[config.mk]
export PLATFORM = sky130hd
export DESIGN_NAME = tl_tx_tag_allocator
export DESIGN_NICKNAME = d
export VERILOG_FILES = /design/src/rtl/tl_pkg.sv /design/src/rtl/tl_tx_tag_lowest_free.sv /design/src/rtl/tl_tx_tag_allocator.sv
export SDC_FILE = /design/constraint.sdc
export NUM_CORES = 1
export LEC_CHECK = 0
export ABC_AREA = 1
export CORE_ASPECT_RATIO = 1.5
export CORE_MARGIN = 8
export CORE_UTILIZATION = 36
export CTS_CLUSTER_SIZE = 30
export DETAILED_ROUTE_END_ITERATION = 8
export PLACE_DENSITY = 0.55
export SYNTH_ARGS = -nofsm -noshare
export SYNTH_HDL_FRONTEND = slang
export SYNTH_SLANG_ARGS = --single-unit
export TNS_END_PERCENT = 50
[constraint.sdc]
create_clock -name clk -period 9 [get_ports clk]
set_input_delay 1.35 -clock clk [delete_from_list [all_inputs] [get_ports clk]]
set_output_delay 1.35 -clock clk [all_outputs]
set_load 0.02 [all_outputs]
[src/rtl/tl_pkg.sv]
// rtl/tl_pkg.sv - shared transaction-layer widths and defaults
package tl_pkg;

    localparam int REQUESTER_TAG_WIDTH = 10;
    localparam int NUM_TAGS_DEFAULT    = 32;

endpackage

[src/rtl/tl_tx_tag_lowest_free.sv]
// rtl/tl_tx_tag_lowest_free.sv - priority encoder returning the lowest clear bit of a busy map
module tl_tx_tag_lowest_free #(
    parameter int NUM_TAGS = 32,
    parameter int IDX_W    = 10
) (
    input  logic [NUM_TAGS-1:0] busy,
    output logic [IDX_W-1:0]    idx,
    output logic                any_free
);

    // Scan high to low so the last hit, and therefore the winner, is the lowest index.
    always_comb begin
        idx      = '0;
        any_free = 1'b0;
        for (int i = NUM_TAGS - 1; i >= 0; i--) begin
            if (!busy[i]) begin
                idx      = IDX_W'(i);
                any_free = 1'b1;
            end
        end
    end

endmodule

[src/rtl/tl_tx_tag_allocator.sv]
// rtl/tl_tx_tag_allocator.sv - non-posted requester tag pool with lowest-free allocation
module tl_tx_tag_allocator #(
    parameter int REQUESTER_TAG_WIDTH = tl_pkg::REQUESTER_TAG_WIDTH,
    parameter int NUM_TAGS            = tl_pkg::NUM_TAGS_DEFAULT
) (
    input  logic                           clk,
    input  logic                           rst,
    input  logic                           alloc_valid,
    output logic                           alloc_ready,
    output logic [REQUESTER_TAG_WIDTH-1:0] alloc_tag,
    input  logic                           cpl_valid,
    input  logic [REQUESTER_TAG_WIDTH-1:0] cpl_tag,
    input  logic                           cpl_last,
    output logic [REQUESTER_TAG_WIDTH-1:0] tx_last_req_tag,
    output logic                           cpl_unexpected,
    output logic [REQUESTER_TAG_WIDTH:0]   outstanding_cnt,
    output logic                           all_idle,
    output logic                           full
);

    localparam int CNT_W = REQUESTER_TAG_WIDTH + 1;

    logic [NUM_TAGS-1:0]            bitmap;
    logic [NUM_TAGS-1:0]            alloc_mask;
    logic [NUM_TAGS-1:0]            rel_mask;
    logic [REQUESTER_TAG_WIDTH-1:0] enc_idx;
    logic                           enc_any_free;
    logic                           alloc_fire;
    logic                           cpl_hit;
    logic                           release_fire;

    tl_tx_tag_lowest_free #(
        .NUM_TAGS (NUM_TAGS),
        .IDX_W    (REQUESTER_TAG_WIDTH)
    ) u_lowest_free (
        .busy     (bitmap),
        .idx      (enc_idx),
        .any_free (enc_any_free)
    );

    assign alloc_ready = enc_any_free;
    assign alloc_tag   = enc_idx;
    assign alloc_fire  = alloc_valid && enc_any_free;

    // Matching by equality against every in-range index makes out-of-range tags miss naturally.
    always_comb begin
        cpl_hit    = 1'b0;
        rel_mask   = '0;
        alloc_mask = '0;
        for (int i = 0; i < NUM_TAGS; i++) begin
            if (cpl_tag == REQUESTER_TAG_WIDTH'(i) && bitmap[i]) begin
                cpl_hit = 1'b1;
            end
            rel_mask[i]   = cpl_valid && cpl_last && (cpl_tag == REQUESTER_TAG_WIDTH'(i)) && bitmap[i];
            alloc_mask[i] = alloc_fire && (enc_idx == REQUESTER_TAG_WIDTH'(i));
        end
    end

    assign release_fire = cpl_valid && cpl_last && cpl_hit;

    always_ff @(posedge clk) begin
        if (rst) begin
            bitmap          <= '0;
            outstanding_cnt <= '0;
            tx_last_req_tag <= '0;
            cpl_unexpected  <= 1'b0;
        end else begin
            // The granted tag is clear and the released tag is set, so the masks never overlap.
            bitmap         <= (bitmap | alloc_mask) & ~rel_mask;
            cpl_unexpected <= cpl_valid && !cpl_hit;
            if (alloc_fire) begin
                tx_last_req_tag <= enc_idx;
            end
            case ({alloc_fire, release_fire})
                2'b10:   outstanding_cnt <= outstanding_cnt + 1'b1;
                2'b01:   outstanding_cnt <= outstanding_cnt - 1'b1;
                default: outstanding_cnt <= outstanding_cnt;
            endcase
        end
    end

    assign full     = (outstanding_cnt == CNT_W'(NUM_TAGS));
    assign all_idle = (outstanding_cnt == '0);

endmodule

==> flow_results.xml <==
<?xml version="1.0" encoding="UTF-8"?>
<metrics>
  <group name="synth">
    <metric name="yosysTopAreaCellShare" unit="%">29.86</metric>
    <metric name="avgSynthCellArea" unit="um2">6.294</metric>
    <metric name="yosys_most_used_dff" unit="">dfxtp_1</metric>
    <metric name="post_synth_inst_count" unit="">522</metric>
    <metric name="synthesized_flop_and_latch_total" unit="">49</metric>
    <metric name="synth_top_cell_by_area" unit="">dfxtp_1</metric>
    <metric name="syn-cell-area" unit="um2">3286</metric>
    <metric name="synth_sequential_area_ratio" unit="%">29.86</metric>
    <metric name="synth_cell_types" unit="">34</metric>
    <metric name="postSynth.asyncResetShare" unit="%">0</metric>
    <metric name="synth.top_cells.by_area" unit="">dfxtp_1 (30%), nor2_1 (12%), nand2_1 (8.8%)</metric>
    <metric name="yosys_warnings" unit="">0</metric>
    <metric name="synth_edf_count" unit="">0</metric>
  </group>
  <group name="grt">
    <metric name="grt_pass1_vias" unit="">3587</metric>
    <metric name="wire_length_of_the_first_global_routing_pass" unit="mm">18.91</metric>
    <metric name="antenna_found_initial" unit="">0</metric>
    <metric name="grt_start_max_net_pins" unit="">40</metric>
    <metric name="global_route_overflow" unit="">0</metric>
    <metric name="groute.usage.overall" unit="%">19.30</metric>
  </group>
  <group name="final_layout">
    <metric name="final_layout_size_suffix_gt1_share" unit="%">3.047</metric>
    <metric name="antenna-diode-count" unit="">0</metric>
    <metric name="layout.cells.most_common" unit="">nor2_1</metric>
    <metric name="num-nets-final" unit="">583</metric>
    <metric name="fin_util" unit="%">43.98</metric>
    <metric name="layout_area_overhead" unit="%">18.16</metric>
    <metric name="layout.cells.most_common_list" unit="">nor2_1 (101), nand2_1 (77), inv_1 (75)</metric>
  </group>
  <group name="place">
    <metric name="dpl.hpwl" unit="mm">9.411</metric>
    <metric name="gp_routability_congestion" unit="">0.9690</metric>
    <metric name="port_buffers" unit="">39</metric>
  </group>
  <group name="worst_setup_path">
    <metric name="rr_startpoint" unit="">bitmap[25]$_SDFF_PP0_</metric>
    <metric name="worst-endpoint-required" unit="ps">9190</metric>
    <metric name="crit_type" unit="">in -&gt; reg</metric>
    <metric name="cp_startpoint_kind" unit="">input port</metric>
    <metric name="r2r.worst_path.cells" unit="">24</metric>
    <metric name="crit_end" unit="">outstanding_cnt[9]$_SDFFE_PP0P_</metric>
    <metric name="endpoint_kind" unit="">flip-flop</metric>
    <metric name="cp_max_fo" unit="">12</metric>
    <metric name="ff2ff_setup_slack" unit="ps">4760</metric>
    <metric name="critical_path_arrival" unit="ps">5900</metric>
    <metric name="worst_r2r_endpoint" unit="">outstanding_cnt[9]$_SDFFE_PP0P_</metric>
    <metric name="timing.critical_path.from" unit="">cpl_tag[7]</metric>
  </group>
  <group name="die">
    <metric name="boundaryPins" unit="">50</metric>
    <metric name="std_cell_rows" unit="">42</metric>
    <metric name="chipWidth" unit="um">94.01</metric>
    <metric name="dieArea" unit="um2">12500</metric>
    <metric name="initial_core_util" unit="%">37.22</metric>
    <metric name="placeable_area" unit="um2">8828</metric>
    <metric name="floorplan.die.height" unit="um">133.0</metric>
  </group>
  <group name="route">
    <metric name="routedWlPerCell" unit="um">17.63</metric>
    <metric name="detail_route.first_pass.iterations" unit="">4</metric>
    <metric name="post-route-drc-count" unit="">0</metric>
    <metric name="drtAntennaViolNets" unit="">0</metric>
    <metric name="routed-via-count" unit="">3485</metric>
    <metric name="detail_route.wirelength" unit="mm">11.78</metric>
    <metric name="drt-vias-per-instance" unit="">5.217</metric>
    <metric name="dr.first_iter.drc_count" unit="">228</metric>
  </group>
  <group name="sta">
    <metric name="tns" unit="ps">0</metric>
    <metric name="achievable-frequency" unit="GHz">0.1752</metric>
    <metric name="setup_viol_count_final" unit="">0</metric>
    <metric name="timing_max_transition_violations_final" unit="">0</metric>
    <metric name="final_hold_vio_count" unit="">0</metric>
    <metric name="post-route-period-util" unit="%">63.40</metric>
    <metric name="worst-slew-pin-transition" unit="ps">1112</metric>
    <metric name="finClkSkew" unit="ps">4.690</metric>
    <metric name="final_period_minus_worst_setup_slack" unit="ps">5706</metric>
    <metric name="rsz0062_at_grt" unit="">no</metric>
    <metric name="timing.slew.headroom" unit="%">25.76</metric>
  </group>
  <group name="clocking">
    <metric name="htree_levels" unit="">2</metric>
    <metric name="clk_path_buf_depth" unit="">2</metric>
    <metric name="post-cts-setup-buffers" unit="">0</metric>
    <metric name="cts_buffers" unit="">5</metric>
    <metric name="worst_skew_late_latency" unit="ps">290</metric>
    <metric name="path_clk_slew" unit="ps">70</metric>
    <metric name="holdBufCountCts" unit="">0</metric>
    <metric name="cts_repair_resize_count" unit="">0</metric>
    <metric name="cts-root-buf" unit="">clkbuf_16</metric>
    <metric name="cts_num_sinks" unit="">49</metric>
    <metric name="tritoncts_clock_tree" unit="">done</metric>
  </group>
  <group name="power_and_ir_drop">
    <metric name="power_per_cell_area" unit="nW/um2">126.4</metric>
    <metric name="ir_worst_vdd" unit="mV">0.06925</metric>
    <metric name="p_leak" unit="uW">0.001485</metric>
  </group>
  <group name="min_path">
    <metric name="worstHoldPathType" unit="">reg -&gt; reg</metric>
  </group>
  <group name="run_status">
    <metric name="run_status" unit="">finished, final reports clean</metric>
  </group>
  <group name="job">
    <metric name="cap_viol_max_count" unit="">0</metric>
  </group>
</metrics>
==> Yosys cell counts, types with 7 or more instances <==
library cell / count
nor2_1: 101
nand2_1: 77
inv_1: 75
dfxtp_1: 49
o21ai_0: 42
a21oi_1: 40
nand3_1: 29
nand4_1: 27
nor4_1: 13
buf_4: 10
clkbuf_1: 10
ha_1: 10
nor3_1: 7
==> critical path, cell delays in order <==
cell and delay, ps:
clkdlybuf4s50_1 450, nor2_1 40, inv_1 60, nor3_1 40, buf_4 170, inv_1 190
nor4_1 90, nor4_1 320, nand3_1 140, nor4_1 210, nand4_1 180, and2_1 190
ha_1 360, ha_1 410, nand2_1 80, nor2_1 40, a211oi_1 310, o21ai_0 210
a21oi_1 160, inv_1 60, a21oi_1 200, inv_1 60, a21oi_1 130, nor2_1 50
nor2_1 110, xnor2_1 70, o21ai_0 140, inv_1 60
==> metal layers <==
metal  track usage [%]  up-vias  routed length, um
li1                  -     1766                  -
met1             20.17     1601               4659
met2             35.16       92               6066
met3             3.398       26                502
met4             9.832        0                548
met5                 0        -                  0
==> area by class of cell <==
type,count,area (um2)
multi-input cells,382,1923
clock buffers,6,128.9
fillers,965,4946
repair buffers,42,412.9
clock inverters,2,10.01
well taps,110,137.6
flip-flops and latches,49,980.9
inverters,77,289.0
==> registers in the layout, indices dropped and copies added (netlist names) <==
name / count
bitmap: 32
outstanding_cnt: 11
tx_last_req_tag: 5
cpl_unexpected: 1
==> metrics by stage <==
stage | setup slack (ps) | cell area [um2] | std cells | total power [uW] | hold slack, ps
finish | 3294 | 3882 | 668 | 490.8 | 485.4
detailed placement | 3028 | 3744 | 660 | 307.8 | 468.8
global placement | 3110 | 3744 | 660 | 308.2 | 468.0
CTS | 3326 | 3882 | 668 | 495.6 | 487.3
floorplan | 3869 | 3319 | 531 | 280.3 | 455.1
global route | 2802 | 3882 | 668 | 511.7 | 496.6
==> how the worst min path moves through the flow <==
stage / start / to / slack (ps) / cells past startpoint
2_1_floorplan: bitmap[20]$_SDFF_PP0_ / bitmap[20]$_SDFF_PP0_ / 460 / 2
3_3_place_gp: tx_last_req_tag[4]$_SDFFE_PP0P_ / tx_last_req_tag[4]$_SDFFE_PP0P_ / 470 / 2
3_5_place_dp: tx_last_req_tag[4]$_SDFFE_PP0P_ / tx_last_req_tag[4]$_SDFFE_PP0P_ / 470 / 2
4_1_cts: bitmap[20]$_SDFF_PP0_ / bitmap[20]$_SDFF_PP0_ / 490 / 2
5_1_grt: tx_last_req_tag[4]$_SDFFE_PP0P_ / tx_last_req_tag[4]$_SDFFE_PP0P_ / 500 / 2
6_report: tx_last_req_tag[4]$_SDFFE_PP0P_ / tx_last_req_tag[4]$_SDFFE_PP0P_ / 490 / 2
==> where the power goes <==
| part | internal, uW | leakage [uW] | total (uW) | switching [uW] |
|---|---|---|---|---|
| combinational | 27.3 | 0.00102 | 74.2 | 46.9 |
| clock | 102 | 0.0000706 | 188 | 85.4 |
| sequential | 222 | 0.000398 | 229 | 6.73 |
| total | 352 | 0.00149 | 491 | 139 |
==> kinds of logic after synthesis <==
logic type / share of synthesized area [%]
AO/OA/AOI/OAI: 15.00
buffers and inverters: 12.64
XOR/XNOR: 2.133
AND/OR/NAND/NOR: 35.83
adder cells (fa/ha/maj): 4.417
other: 0.1141
flip-flops: 29.86
Power figures use the tool's default switching activity.
